--- src/rtl/multi_decade_down_counter.sv ---
// multi_decade_down_counter
//   Three-digit BCD countdown counter (999..000) for the ones/tens/hundreds
//   display path. A load strobe captures a BCD preset; the count then steps
//   down once every PRESCALE enabled cycles. done pulses on the cycle the
//   outputs first show 000, and the counter then holds in EXPIRED.
//
//   Optional feature, macro AUTO_RELOAD_EN:
//     The preset from the last load is kept in a shadow register. On the
//     terminal decrement the count reloads from the shadow, done still pulses,
//     and the counter stays in RUN, so the outputs never show 000.
//
//   Handshake: load is a single-cycle strobe with no back-pressure. It is
//   sampled on every rising edge, takes priority over counting in every state,
//   and its effects (new digits, state, busy, load_err) appear on the outputs
//   right after that edge. done and load_err are one-cycle registered pulses.
//
//   state_dbg exposes the FSM state (0 = IDLE, 1 = RUN, 2 = EXPIRED).

module multi_decade_down_counter #(
   parameter int PRESCALE = 1
) (
   input  logic       clk,
   input  logic       reset,
   input  logic       load,
   input  logic [3:0] load_ones,
   input  logic [3:0] load_tens,
   input  logic [3:0] load_hund,
   input  logic       enable,
   output logic [3:0] ones,
   output logic [3:0] tens,
   output logic [3:0] hundreds,
   output logic       busy,
   output logic       done,
   output logic       load_err,
   output logic [1:0] state_dbg
);

   typedef enum logic [1:0] {
      IDLE    = 2'd0,
      RUN     = 2'd1,
      EXPIRED = 2'd2
   } state_t;

   // Prescaler terminal value; PRESCALE is limited to 1..1023 so 10 bits suffice.
   localparam logic [9:0] PRESC_LAST = 10'(PRESCALE - 1);

   state_t     state;
   logic [9:0] presc;

   // Preset digits after clamping anything above 9 down to 9.
   logic [3:0] ld_ones, ld_tens, ld_hund;
   logic       ld_bad;
   logic       ld_zero;

   // Count after one decrement, and whether this decrement reaches 000.
   logic [3:0] dec_ones, dec_tens, dec_hund;
   logic       borrow_tens, borrow_hund;
   logic       is_last;

`ifdef AUTO_RELOAD_EN
   logic [3:0] sh_ones, sh_tens, sh_hund;
`endif

   assign state_dbg = state;

   // Clamp the preset digits and flag any out-of-range digit.
   always_comb begin
      ld_ones = (load_ones > 4'd9) ? 4'd9 : load_ones;
      ld_tens = (load_tens > 4'd9) ? 4'd9 : load_tens;
      ld_hund = (load_hund > 4'd9) ? 4'd9 : load_hund;
      ld_bad  = (load_ones > 4'd9) || (load_tens > 4'd9) || (load_hund > 4'd9);
      ld_zero = (ld_ones == 4'd0) && (ld_tens == 4'd0) && (ld_hund == 4'd0);
   end

   // BCD decrement with borrow ripple; hundreds never wraps below 0.
   always_comb begin
      borrow_tens = (ones == 4'd0);
      borrow_hund = borrow_tens && (tens == 4'd0);
      dec_ones    = borrow_tens ? 4'd9 : ones - 4'd1;
      dec_tens    = borrow_tens ? ((tens == 4'd0) ? 4'd9 : tens - 4'd1) : tens;
      dec_hund    = (borrow_hund && (hundreds != 4'd0)) ? hundreds - 4'd1 : hundreds;
      is_last     = (hundreds == 4'd0) && (tens == 4'd0) && (ones == 4'd1);
   end

   // Main FSM: load has priority; RUN counts prescaled enabled cycles.
   always_ff @(posedge clk or posedge reset) begin
      if (reset) begin
         state    <= IDLE;
         presc    <= 10'd0;
         ones     <= 4'd0;
         tens     <= 4'd0;
         hundreds <= 4'd0;
         busy     <= 1'b0;
         done     <= 1'b0;
         load_err <= 1'b0;
`ifdef AUTO_RELOAD_EN
         sh_ones  <= 4'd0;
         sh_tens  <= 4'd0;
         sh_hund  <= 4'd0;
`endif
      end else begin
         done     <= 1'b0;
         load_err <= 1'b0;
         if (load) begin
            ones     <= ld_ones;
            tens     <= ld_tens;
            hundreds <= ld_hund;
            presc    <= 10'd0;
            load_err <= ld_bad;
`ifdef AUTO_RELOAD_EN
            sh_ones  <= ld_ones;
            sh_tens  <= ld_tens;
            sh_hund  <= ld_hund;
`endif
            if (ld_zero) begin
               state <= IDLE;
               busy  <= 1'b0;
            end else begin
               state <= RUN;
               busy  <= 1'b1;
            end
         end else if (state == RUN && enable) begin
            if (presc == PRESC_LAST) begin
               presc <= 10'd0;
               if (is_last) begin
                  done <= 1'b1;
`ifdef AUTO_RELOAD_EN
                  // Shadow is nonzero whenever RUN was entered, so stay in RUN.
                  ones     <= sh_ones;
                  tens     <= sh_tens;
                  hundreds <= sh_hund;
`else
                  ones     <= 4'd0;
                  tens     <= 4'd0;
                  hundreds <= 4'd0;
                  state    <= EXPIRED;
                  busy     <= 1'b0;
`endif
               end else begin
                  ones     <= dec_ones;
                  tens     <= dec_tens;
                  hundreds <= dec_hund;
               end
            end else begin
               presc <= presc + 10'd1;
            end
         end
      end
   end

endmodule
--- config.mk ---
export PLATFORM = sky130hd
export DESIGN_NAME = multi_decade_down_counter
export DESIGN_NICKNAME = d
export VERILOG_FILES = /design/src/rtl/multi_decade_down_counter.sv
export SDC_FILE = /design/constraint.sdc
export NUM_CORES = 1
export LEC_CHECK = 0
export ABC_AREA = 1
export BUFFER_PORTS_ARGS = -buffer_cell sky130_fd_sc_hd__clkbuf_2
export CAP_MARGIN = 20
export CORE_UTILIZATION = 50
export DETAILED_ROUTE_END_ITERATION = 8
export GPL_TIMING_DRIVEN = 0
export PLACE_DENSITY = 0.73
export SLEW_MARGIN = 20
export SYNTH_ARGS = -nofsm -noshare
export SYNTH_HDL_FRONTEND = slang
export SYNTH_SLANG_ARGS = --single-unit
export TNS_END_PERCENT = 5
--- constraint.sdc ---
create_clock -name clk -period 4.5 [get_ports clk]
set_input_delay 0.675 -clock clk [delete_from_list [all_inputs] [get_ports clk]]
set_output_delay 0.675 -clock clk [all_outputs]
set_load 0.1 [all_outputs]
==> results.txt <==
Number of slew-limit violations in the final report -> 0
Lkg Pwr -> 1.11 nW
Post-Synthesis Cell Area -> 0.00179 mm2
Via count -> 1,708
Overall Power -> 1.07 mW
Critical-path maximum fanout -> 6
Die outline height -> 61.9 um
Leading post-synthesis cells by cell area -> sky130_fd_sc_hd__dfrtp_1 36%, sky130_fd_sc_hd__nand2_1 16%, sky130_fd_sc_hd__nand3_1 7.5%
Buffer depth of the longest clock path -> 2
Post-synth ARST share -> 100%
Initial DRC Count -> 70
Largest incremental delay on the critical path -> 0.54 ns
IO buf count -> 31
Worst path bufs/invs -> 1
IO Count -> 33
Share of power burned in the clock network -> 8.9%
CP endpoint kind -> output port
Distinct cell type count after synthesis -> 27
Worst setup path class -> reg2out
Avg WL per Cell -> 10.9 um
Number of iterations in the first detailed-routing pass -> 4
Total CTS buffers -> 3
Seq pwr share -> 31.4%
Transition time of the tightest slew-check pin -> 0.548 ns
Layout-stage area growth over the synthesis result -> 14.7%
Total length of routed wires -> 3720 um
Worst path required time -> 3.83 ns
Vias per inst -> 5.02
Combined global-route utilization of all metal layers -> 22.2%
Count of H-tree levels built during CTS -> 1
Number of enable flip-flop cells after synthesis -> 0
Syn_nets -> 281
Area of the core -> 0.00339 mm2
Post-synth top area share -> 36.3%
Crit-path cells -> clkbuf_2
Via count of the first global-routing pass -> 1,474
Critical-path cell with the highest stage delay -> sky130_fd_sc_hd__dfrtp_1
Post-synth top cells -> 78 x sky130_fd_sc_hd__nand2_1, 30 x sky130_fd_sc_hd__inv_1, 29 x sky130_fd_sc_hd__nor2_1, 27 x sky130_fd_sc_hd__nand3_1, 26 x sky130_fd_sc_hd__dfrtp_1
Cell internal power dissipation -> 0.448 mW
Highest achievable clock rate -> 0.490 GHz
Kind of cell adding the most delay to the critical path -> flip-flops
Dominant cell type by area after synthesis -> sky130_fd_sc_hd__dfrtp_1
Ratio of final minimum period to clock period -> 45.3%
DRC errors left -> 0
Setup violation total in the final timing report -> 0
Starting density of the core -> 52.9%
Count of antenna diodes in the layout -> 0
Grt ovf -> 0
Fraction of final layout cells sized beyond drive strength 1 -> 19.7%
CP startpoint kind -> register
Slew HR -> 63.7%
Result of the run -> finished, final reports clean
Combinational group share of total power -> 59.7%
Clock sink total -> 26
Min-delay worst type -> in2async
NetSw -> 0.624 mW
CTS tree -> built
Number of routed nets with antenna violations -> 0
Maximum clock skew at final layout -> 0.00209 ns
Most used flip-flop cell after synthesis -> sky130_fd_sc_hd__dfrtp_1
Sw Share -> 58.2%
Time the final worst path needs with I/O delays and setup -> 2.04 ns
Post-synthesis area per instance -> 6.92 um2
Clock Latency Late Sink -> 0.31 ns
Clock-pin slew on the worst setup and hold paths -> 0.13 ns
Number of hold buffers added after cts -> 0
Row count -> 21
Setup repair after global routing missed its margin -> false
Die span in x -> 61.9 um
Detail Placement HPWL -> 2980 um
Library cell used as clock root buffer -> sky130_fd_sc_hd__clkbuf_4
Arrival time at the worst endpoint -> 1.37 ns
P per Cell Area -> 521 mW/mm2
Number of nets in the final layout -> 318
Maximum number of pins on one net before global-route repair -> 27
Number of setup buffers added after CTS -> 0
# Max-Cap Violations -> 0
Final hold vios -> 0
Initial antenna violation count -> 0
Synthesized instance count -> 259
Count of synthesis-stage warnings from yosys -> 0
Sequential-to-total area share from yosys stat -> 36.3%
Wire length of the first global-routing pass -> 6290 um
Sum of negative setup slack -> 0 ns
Final estimated routing congestion in global placement -> 0.831
Total of flip-flops plus latches after synthesis -> 26
DIE AREA -> 0.00383 mm2
CTS-repair resized insts -> 0
Highest ir drop seen on vdd -> 0.000497 V
Cell with the most instances after synthesis -> sky130_fd_sc_hd__nand2_1
flip-flops by register name, indices dropped and copies added, names as in the netlist:
register and count:
state_dbg 1, load_err 1, busy 1, ones 4, presc 10, done 1
tens 4, hundreds 4
cells by family (layout without fill, tap and decap cells):
| family | after synthesis | in the layout | share of synthesized area (%) |
|---|---|---|---|
| fa+ha+maj | 6 | 6 | 4.19 |
| xor+xnor | 5 | 5 | 2.44 |
| simple gates | 157 | 157 | 40.3 |
| compound gates | 26 | 26 | 7.82 |
| buf+inv | 39 | 74 | 9.00 |
| flops | 26 | 26 | 36.3 |
metrics by stage:
step	util [%]	area (um2)	worst slack [ns]	hold slack (ns)	instances
after floorplan	-	1790	2.38	0.522	259
after global placement	59.2	2010	2.80	0.510	336
after detailed placement	59.2	2010	2.80	0.514	336
after CTS	59.8	2030	2.45	0.546	339
after global routing	60.6	2060	2.41	0.248	340
final	60.6	2060	2.46	0.244	340
path summary, 6_finish.rpt:
| kind | cells after the start | to | slack [ns] | start |
|---|---|---|---|---|
| setup / recovery | 1 | ones[3] | 2.46 | ones[3] |
| hold / removal | 2 | tens[1] | 0.24 | reset |
| setup reg to reg | 9 | state_dbg[1] | 2.80 | tens[0] |
| hold reg to reg | 2 | hundreds[1] | 0.55 | hundreds[1] |
| max in group asynchronous | 3 | hundreds[2] | 3.89 | reset |
| min in group clk | 2 | hundreds[1] | 0.55 | hundreds[1] |
power groups by stage:
stage               combinational [mW]  clock [mW]  sequential [mW]
global route                     0.694       0.108            0.345
detailed placement               0.641           0            0.340
finish                           0.640      0.0956            0.336
floorplan                        0.235           0            0.644
CTS                              0.641       0.100            0.336
global placement                 0.636           0            0.340
per-layer routing:
metal	vias up	global-route usage [%]	wire (um)
met4	0	6.03	13
met1	790	28.4	1710
met2	26	39.5	1890
li1	890	-	-
met5	-	0	0
met3	2	2.90	98
cells in the final DEF (no fill, tap or decap), types with 2 or more instances in the layout:
cell	instances
sky130_fd_sc_hd__a21oi_1	3
sky130_fd_sc_hd__buf_2	3
sky130_fd_sc_hd__clkbuf_2	31
sky130_fd_sc_hd__clkbuf_4	3
sky130_fd_sc_hd__dfrtp_1	26
sky130_fd_sc_hd__ha_1	6
sky130_fd_sc_hd__inv_1	29
sky130_fd_sc_hd__inv_2	4
sky130_fd_sc_hd__nand2_1	78
sky130_fd_sc_hd__nand2_2	4
sky130_fd_sc_hd__nand3_1	27
sky130_fd_sc_hd__nand3b_1	2
sky130_fd_sc_hd__nand4_1	2
sky130_fd_sc_hd__nor2_1	29
sky130_fd_sc_hd__nor2_2	3
sky130_fd_sc_hd__nor3_1	5
sky130_fd_sc_hd__nor3b_2	2
sky130_fd_sc_hd__o21ai_0	17
sky130_fd_sc_hd__o21ai_1	2
sky130_fd_sc_hd__o21bai_1	4
sky130_fd_sc_hd__xor2_1	4
cell type report:
type                            instances  area (um2)
Fill cell                             334        1330
Multi-Input combinational cell        194         981
Sequential cell                        26         651
Timing Repair Buffer                   32         183
Inverter                               34         128
Tap cell                               46        57.6
Buffer                                  5        33.8
Clock buffer                            3        22.5
Note: power is estimated with default switching activity, not from simulation.
